--- config.mk ---
export PLATFORM = sky130hd
export DESIGN_NAME = regbank_5bit_reader
export DESIGN_NICKNAME = d
export VERILOG_FILES = /design/src/rtl/regbank_5bit_reader.sv
export SDC_FILE = /design/constraint.sdc
export NUM_CORES = 1
export LEC_CHECK = 0
export CAP_MARGIN = 20
export CORE_MARGIN = 2
export CORE_UTILIZATION = 40
export CTS_BUF_LIST = sky130_fd_sc_hd__clkbuf_4 sky130_fd_sc_hd__clkbuf_8
export DETAILED_ROUTE_END_ITERATION = 10
export SLEW_MARGIN = 15
export SYNTH_ARGS = -nofsm -noshare
export SYNTH_HDL_FRONTEND = slang
export SYNTH_SLANG_ARGS = --single-unit
export TNS_END_PERCENT = 5
--- constraint.sdc ---
create_clock -name clk -period 3.1 [get_ports clk]
set_input_delay 0.62 -clock clk [delete_from_list [all_inputs] [get_ports clk]]
set_output_delay 0.62 -clock clk [all_outputs]
set_load 0.05 [all_outputs]
--- src/rtl/regbank_5bit_reader.sv ---
// regbank_5bit_reader
//   A small bank of WIDTH-bit registers with one write port and one
//   flow-controlled read port. The read port returns a registered response
//   one clock after a request is accepted and holds that response until the
//   consumer takes it. Writes are never blocked by read-side stalls.
//
// Ports
//   clk         system clock, rising edge
//   rst_n       asynchronous active-low reset
//   wr_en       write/load select: entry wr_addr loads wr_data
//   wr_addr     write address (addresses >= DEPTH are ignored)
//   wr_data     write data
//   rd_req      read request, taken only while rd_req_rdy is high
//   rd_addr     read address, sampled on acceptance
//   rd_req_rdy  read port can accept this cycle (!rd_valid || rd_ready)
//   rd_valid    response valid, held until rd_ready
//   rd_data     response data, frozen while rd_valid && !rd_ready
//   rd_err      response flag: requested address was >= DEPTH
//   rd_ready    consumer takes the response when rd_valid && rd_ready
module regbank_5bit_reader #(
   parameter int WIDTH = 5,
   parameter int DEPTH = 6,
   parameter int AW    = 3
) (
   input  logic             clk,
   input  logic             rst_n,
   input  logic             wr_en,
   input  logic [AW-1:0]    wr_addr,
   input  logic [WIDTH-1:0] wr_data,
   input  logic             rd_req,
   input  logic [AW-1:0]    rd_addr,
   output logic             rd_req_rdy,
   output logic             rd_valid,
   output logic [WIDTH-1:0] rd_data,
   output logic             rd_err,
   input  logic             rd_ready
);

   // The response register doubles as the FSM: state is exactly rd_valid.
   localparam logic [0:0] IDLE  = 1'b0;
   localparam logic [0:0] VALID = 1'b1;

   // DEPTH widened by one bit so the range check also works when
   // DEPTH == 2**AW.
   localparam logic [AW:0] DEPTH_EXT = (AW+1)'(DEPTH);

   logic [0:0]       state_reg;
   logic [0:0]       state_next;
   logic [WIDTH-1:0] data_reg;
   logic [WIDTH-1:0] data_next;
   logic             err_reg;
   logic             err_next;

   logic [WIDTH-1:0] entry_q [DEPTH];
   logic [WIDTH-1:0] rd_sel;
   logic             rd_in_range;
   logic             rd_bypass;
   logic             acc;
   logic [WIDTH-1:0] load_data;
   logic             load_err;

   // ------------------------------------------------------------------
   // Storage: one register per entry. Each entry decodes its own write
   // select, so an out-of-range wr_addr simply matches no entry.
   // Plain flops rather than a RAM: the bank must clear asynchronously
   // and the read path needs a same-cycle write bypass.
   // ------------------------------------------------------------------
   for (genvar gi = 0; gi < DEPTH; gi++) begin : g_entry
      logic [WIDTH-1:0] entry_reg;
      logic             entry_hit;

      assign entry_hit = wr_en && (wr_addr == AW'(gi));

      always_ff @(posedge clk or negedge rst_n) begin
         if (!rst_n) begin
            entry_reg <= '0;
         end else if (entry_hit) begin
            entry_reg <= wr_data;
         end
      end

      assign entry_q[gi] = entry_reg;
   end

   // ------------------------------------------------------------------
   // Read selection
   // ------------------------------------------------------------------
   assign rd_in_range = ({1'b0, rd_addr} < DEPTH_EXT);

   always_comb begin
      rd_sel = '0;
      for (int i = 0; i < DEPTH; i++) begin
         if (rd_addr == AW'(i)) begin
            rd_sel = entry_q[i];
         end
      end
   end

   // A write landing on the entry being read in the same cycle wins, so the
   // response reflects the value the entry holds after this edge.
   assign rd_bypass = wr_en && (wr_addr == rd_addr);

   always_comb begin
      load_data = rd_sel;
      load_err  = 1'b0;
      if (!rd_in_range) begin
         load_data = '0;
         load_err  = 1'b1;
      end else if (rd_bypass) begin
         load_data = wr_data;
      end
   end

   // ------------------------------------------------------------------
   // Handshake and response FSM
   // ------------------------------------------------------------------
   // A held response that is being consumed this cycle frees the slot,
   // which is what allows one read per clock.
   assign rd_req_rdy = (state_reg == IDLE) || rd_ready;
   assign acc        = rd_req && rd_req_rdy;

   always_comb begin
      state_next = state_reg;
      data_next  = data_reg;
      err_next   = err_reg;
      case (state_reg)
         IDLE: begin
            if (acc) begin
               state_next = VALID;
               data_next  = load_data;
               err_next   = load_err;
            end
         end
         VALID: begin
            if (rd_ready) begin
               if (acc) begin
                  data_next = load_data;
                  err_next  = load_err;
               end else begin
                  // rd_data keeps its last value once the slot empties.
                  state_next = IDLE;
               end
            end
            // !rd_ready: response frozen, acc is impossible (rd_req_rdy=0).
         end
         default: begin
            state_next = IDLE;
         end
      endcase
   end

   always_ff @(posedge clk or negedge rst_n) begin
      if (!rst_n) begin
         state_reg <= IDLE;
         data_reg  <= '0;
         err_reg   <= 1'b0;
      end else begin
         state_reg <= state_next;
         data_reg  <= data_next;
         err_reg   <= err_next;
      end
   end

   assign rd_valid = (state_reg == VALID);
   assign rd_data  = data_reg;
   assign rd_err   = err_reg;

endmodule

==> impl_metrics.json <==
{
  "status": "completed",
  "grt_pass1_vias": 1301,
  "hp-class": "flop to flop",
  "yosys-top-cells-area": "dfrtp_1 (51%), mux2_2 (12%), mux2i_1 (8.3%)",
  "routed_wl_um": 3760,
  "tightest_slew_ns": 0.496,
  "clock.fmax_ghz": 0.375,
  "p_seq_frac": 0.479,
  "hold_buffers": 0,
  "antenna_cells": 0,
  "cts_tree": "built",
  "synth_area_um2": 1820,
  "crit_family": "buffers and inverters",
  "drive_above_1_share": 0.219,
  "syn_inst": 155,
  "largest_register_ffs": 30,
  "yosysMostFrequentCell": "dfrtp_1",
  "slew_viol_final": 0,
  "synth_largest_area_cell": "dfrtp_1",
  "overflow": 0,
  "syn_avg_cell_area_um2": 11.7,
  "synth-seq-area-share": 0.510,
  "cts_buffers": 5,
  "slowest_stage": "clkdlybuf4s50_1",
  "synth_common_cells": "dfrtp_1 (37), nand2_1 (30), mux2_2 (20), mux2i_1 (15), o21ai_0 (11)",
  "fp.dieW_um": 71.4,
  "crit_buf_inv": 2,
  "cp-end-kind": "output port",
  "power.switching_uw": 384,
  "yosys.cell_types.count": 26,
  "final_nets": 198,
  "power_density_nw_per_um2": 600,
  "pwr-share-clk": 0.278,
  "placed_cell_area_um2": 2090,
  "rows": 24,
  "final_antenna_net_count": 0,
  "finalCritPeriodShare": 0.861,
  "ys_ff_latch": 37,
  "rsz0062_at_grt": "false",
  "first_pass_iters": 4,
  "ir_drop_v": 0.000317,
  "clk_latency_ns": 0.29,
  "path_cells": "clkdlybuf4s50_1 > nand2b_1 > clkdlybuf4s50_1",
  "post-route-min-period_ns": 2.67,
  "track_usage": 0.161,
  "grt_pass1_wl_um": 6200,
  "synthArstFlopShare": 1.00,
  "cp.arrival_ns": 2.05,
  "synth_edf_count": 0,
  "clockBufferDepth": 2,
  "maxCapViolCount": 0,
  "root_buffer": "clkbuf_8",
  "grt_busiest_layer": "met2",
  "fin_area_um2": 2190,
  "slew_headroom": 0.668,
  "cts_resized": 0,
  "cts_setup_buffers": 0,
  "start_util": 0.417,
  "gp_congestion": 0.815,
  "p_comb_frac": 0.242,
  "fp.dieH_um": 71.4,
  "synthFlopType": "dfrtp_1",
  "finalSetupViolCount": 0,
  "criticalPathCategory": "primary input to output port",
  "crit_path_max_incr_delay_ns": 0.82,
  "grt_use_met3": 0.0478,
  "dp_hpwl_um": 2780,
  "antenna_found_initial": 0,
  "p_sw_frac": 0.292,
  "core_um2": 4350,
  "internal-power_uw": 929,
  "finClkSkew_ns": 0.00719,
  "p_leak_uw": 0.000986,
  "vias_per_cell": 5.34,
  "dieArea_um2": 5100,
  "met2_usage": 0.263,
  "worst-path-max-fanout": 4,
  "synthToLayoutAreaGrowth_pct": 20.4,
  "n_fill_cell": 387,
  "ys_warn_count": 0,
  "hold_viol_final": 0,
  "cts_sinks": 37,
  "synth_nets": 171,
  "io_buffers": 23,
  "io_pins": 24,
  "use_met1": 0.204,
  "crit_required_ns": 2.48,
  "cpMostUsedCell": "clkdlybuf4s50_1",
  "drt_iter0_markers": 28,
  "holdWs_ns": 0.482,
  "tns_ns": 0,
  "vias": 1255,
  "synth_top_area_frac": 0.510,
  "cp-start-kind": "primary input",
  "drc": 0,
  "clkTransAtPathRegs_ns": 0.07,
  "post_drt_wl_per_cell_um": 16.0,
  "htree_num_levels": 2,
  "grt_max_degree": 38
}
==> final timing paths <==
path	start	endpoint	slack, ns	cells after the start
max	rd_ready	rd_req_rdy	0.43	3
min	rd_err	rd_err	0.48	2
max reg2reg	rd_valid	rd_data[0]	1.86	4
min reg2reg	rd_err	rd_err	0.48	2
max in group asynchronous	rst_n	rd_data[0]	2.02	2
min in group asynchronous	rst_n	g_entry[3].entry_reg[1]	0.75	2
==> metrics by stage <==
step	power, uW	setup WS, ns	utilization	instances
after floorplan	850	1.30	-	155
after global placement	947	0.454	0.479	227
after detailed placement	961	0.419	0.479	227
after CTS	1330	0.415	0.502	235
after global routing	1390	0.385	0.502	235
final	1310	0.430	0.502	235
==> cells by family (layout without fill, tap and decap cells) <==
logic type / count (synthesis) / count (layout) / share of synthesized area
DFF: 37 / 37 / 0.510
buffers and inverters: 12 / 40 / 0.0393
AOI/OAI and AO/OA: 24 / 24 / 0.0999
and+or+nand+nor: 45 / 45 / 0.125
muxes: 35 / 35 / 0.207
xor gates and xnor gates: 2 / 2 / 0.0200
==> layer usage <==
metal | part of all wire | vias to the layer above
met5 | 0 | -
met4 | 0.0096 | 0
met3 | 0.037 | 4
met2 | 0.49 | 21
met1 | 0.46 | 629
li1 | - | 601
==> placed cells by master, fill, tap and decap left out, types with 2 or more instances in the layout <==
cell,synthesis,final
clkdlybuf4s50_1,0,23
dfrtp_1,37,37
buf_4,0,3
mux2i_1,15,15
nand3_1,2,2
and2b_4,2,2
and3b_1,2,2
o221ai_1,4,4
inv_1,6,6
mux2_2,20,20
o2111ai_2,2,2
nand2_1,30,30
a22oi_1,5,5
nand2b_1,2,2
o21ai_0,11,11
clkbuf_8,0,7
==> layout make-up <==
| class | instances | area [um^2] | area share |
|---|---|---|---|
| sequential | 37 | 926 | 0.423 |
| clock inverter | 1 | 5.00 | 0.00229 |
| inverter | 6 | 22.5 | 0.0103 |
| clock buffer | 7 | 96.3 | 0.0441 |
| multi-input combinational | 106 | 820 | 0.375 |
| tap | 52 | 65.1 | 0.0297 |
| timing repair buffer | 26 | 253 | 0.116 |
==> tightest hold or removal path: stages (launching register included) <==
cell     delay, ns
dfrtp_1       0.34
nand2_1       0.05
o21ai_0       0.06
==> power by group through the flow <==
stage | logic [uW] | clock network, uW | registers (uW)
after floorplan | 168 | 0 | 681
after global placement | 314 | 0 | 633
after CTS | 323 | 380 | 629
final | 318 | 365 | 629
after detailed placement | 323 | 0 | 639
after global routing | 349 | 401 | 641
No activity file was read; power rests on OpenSTA's default activity.
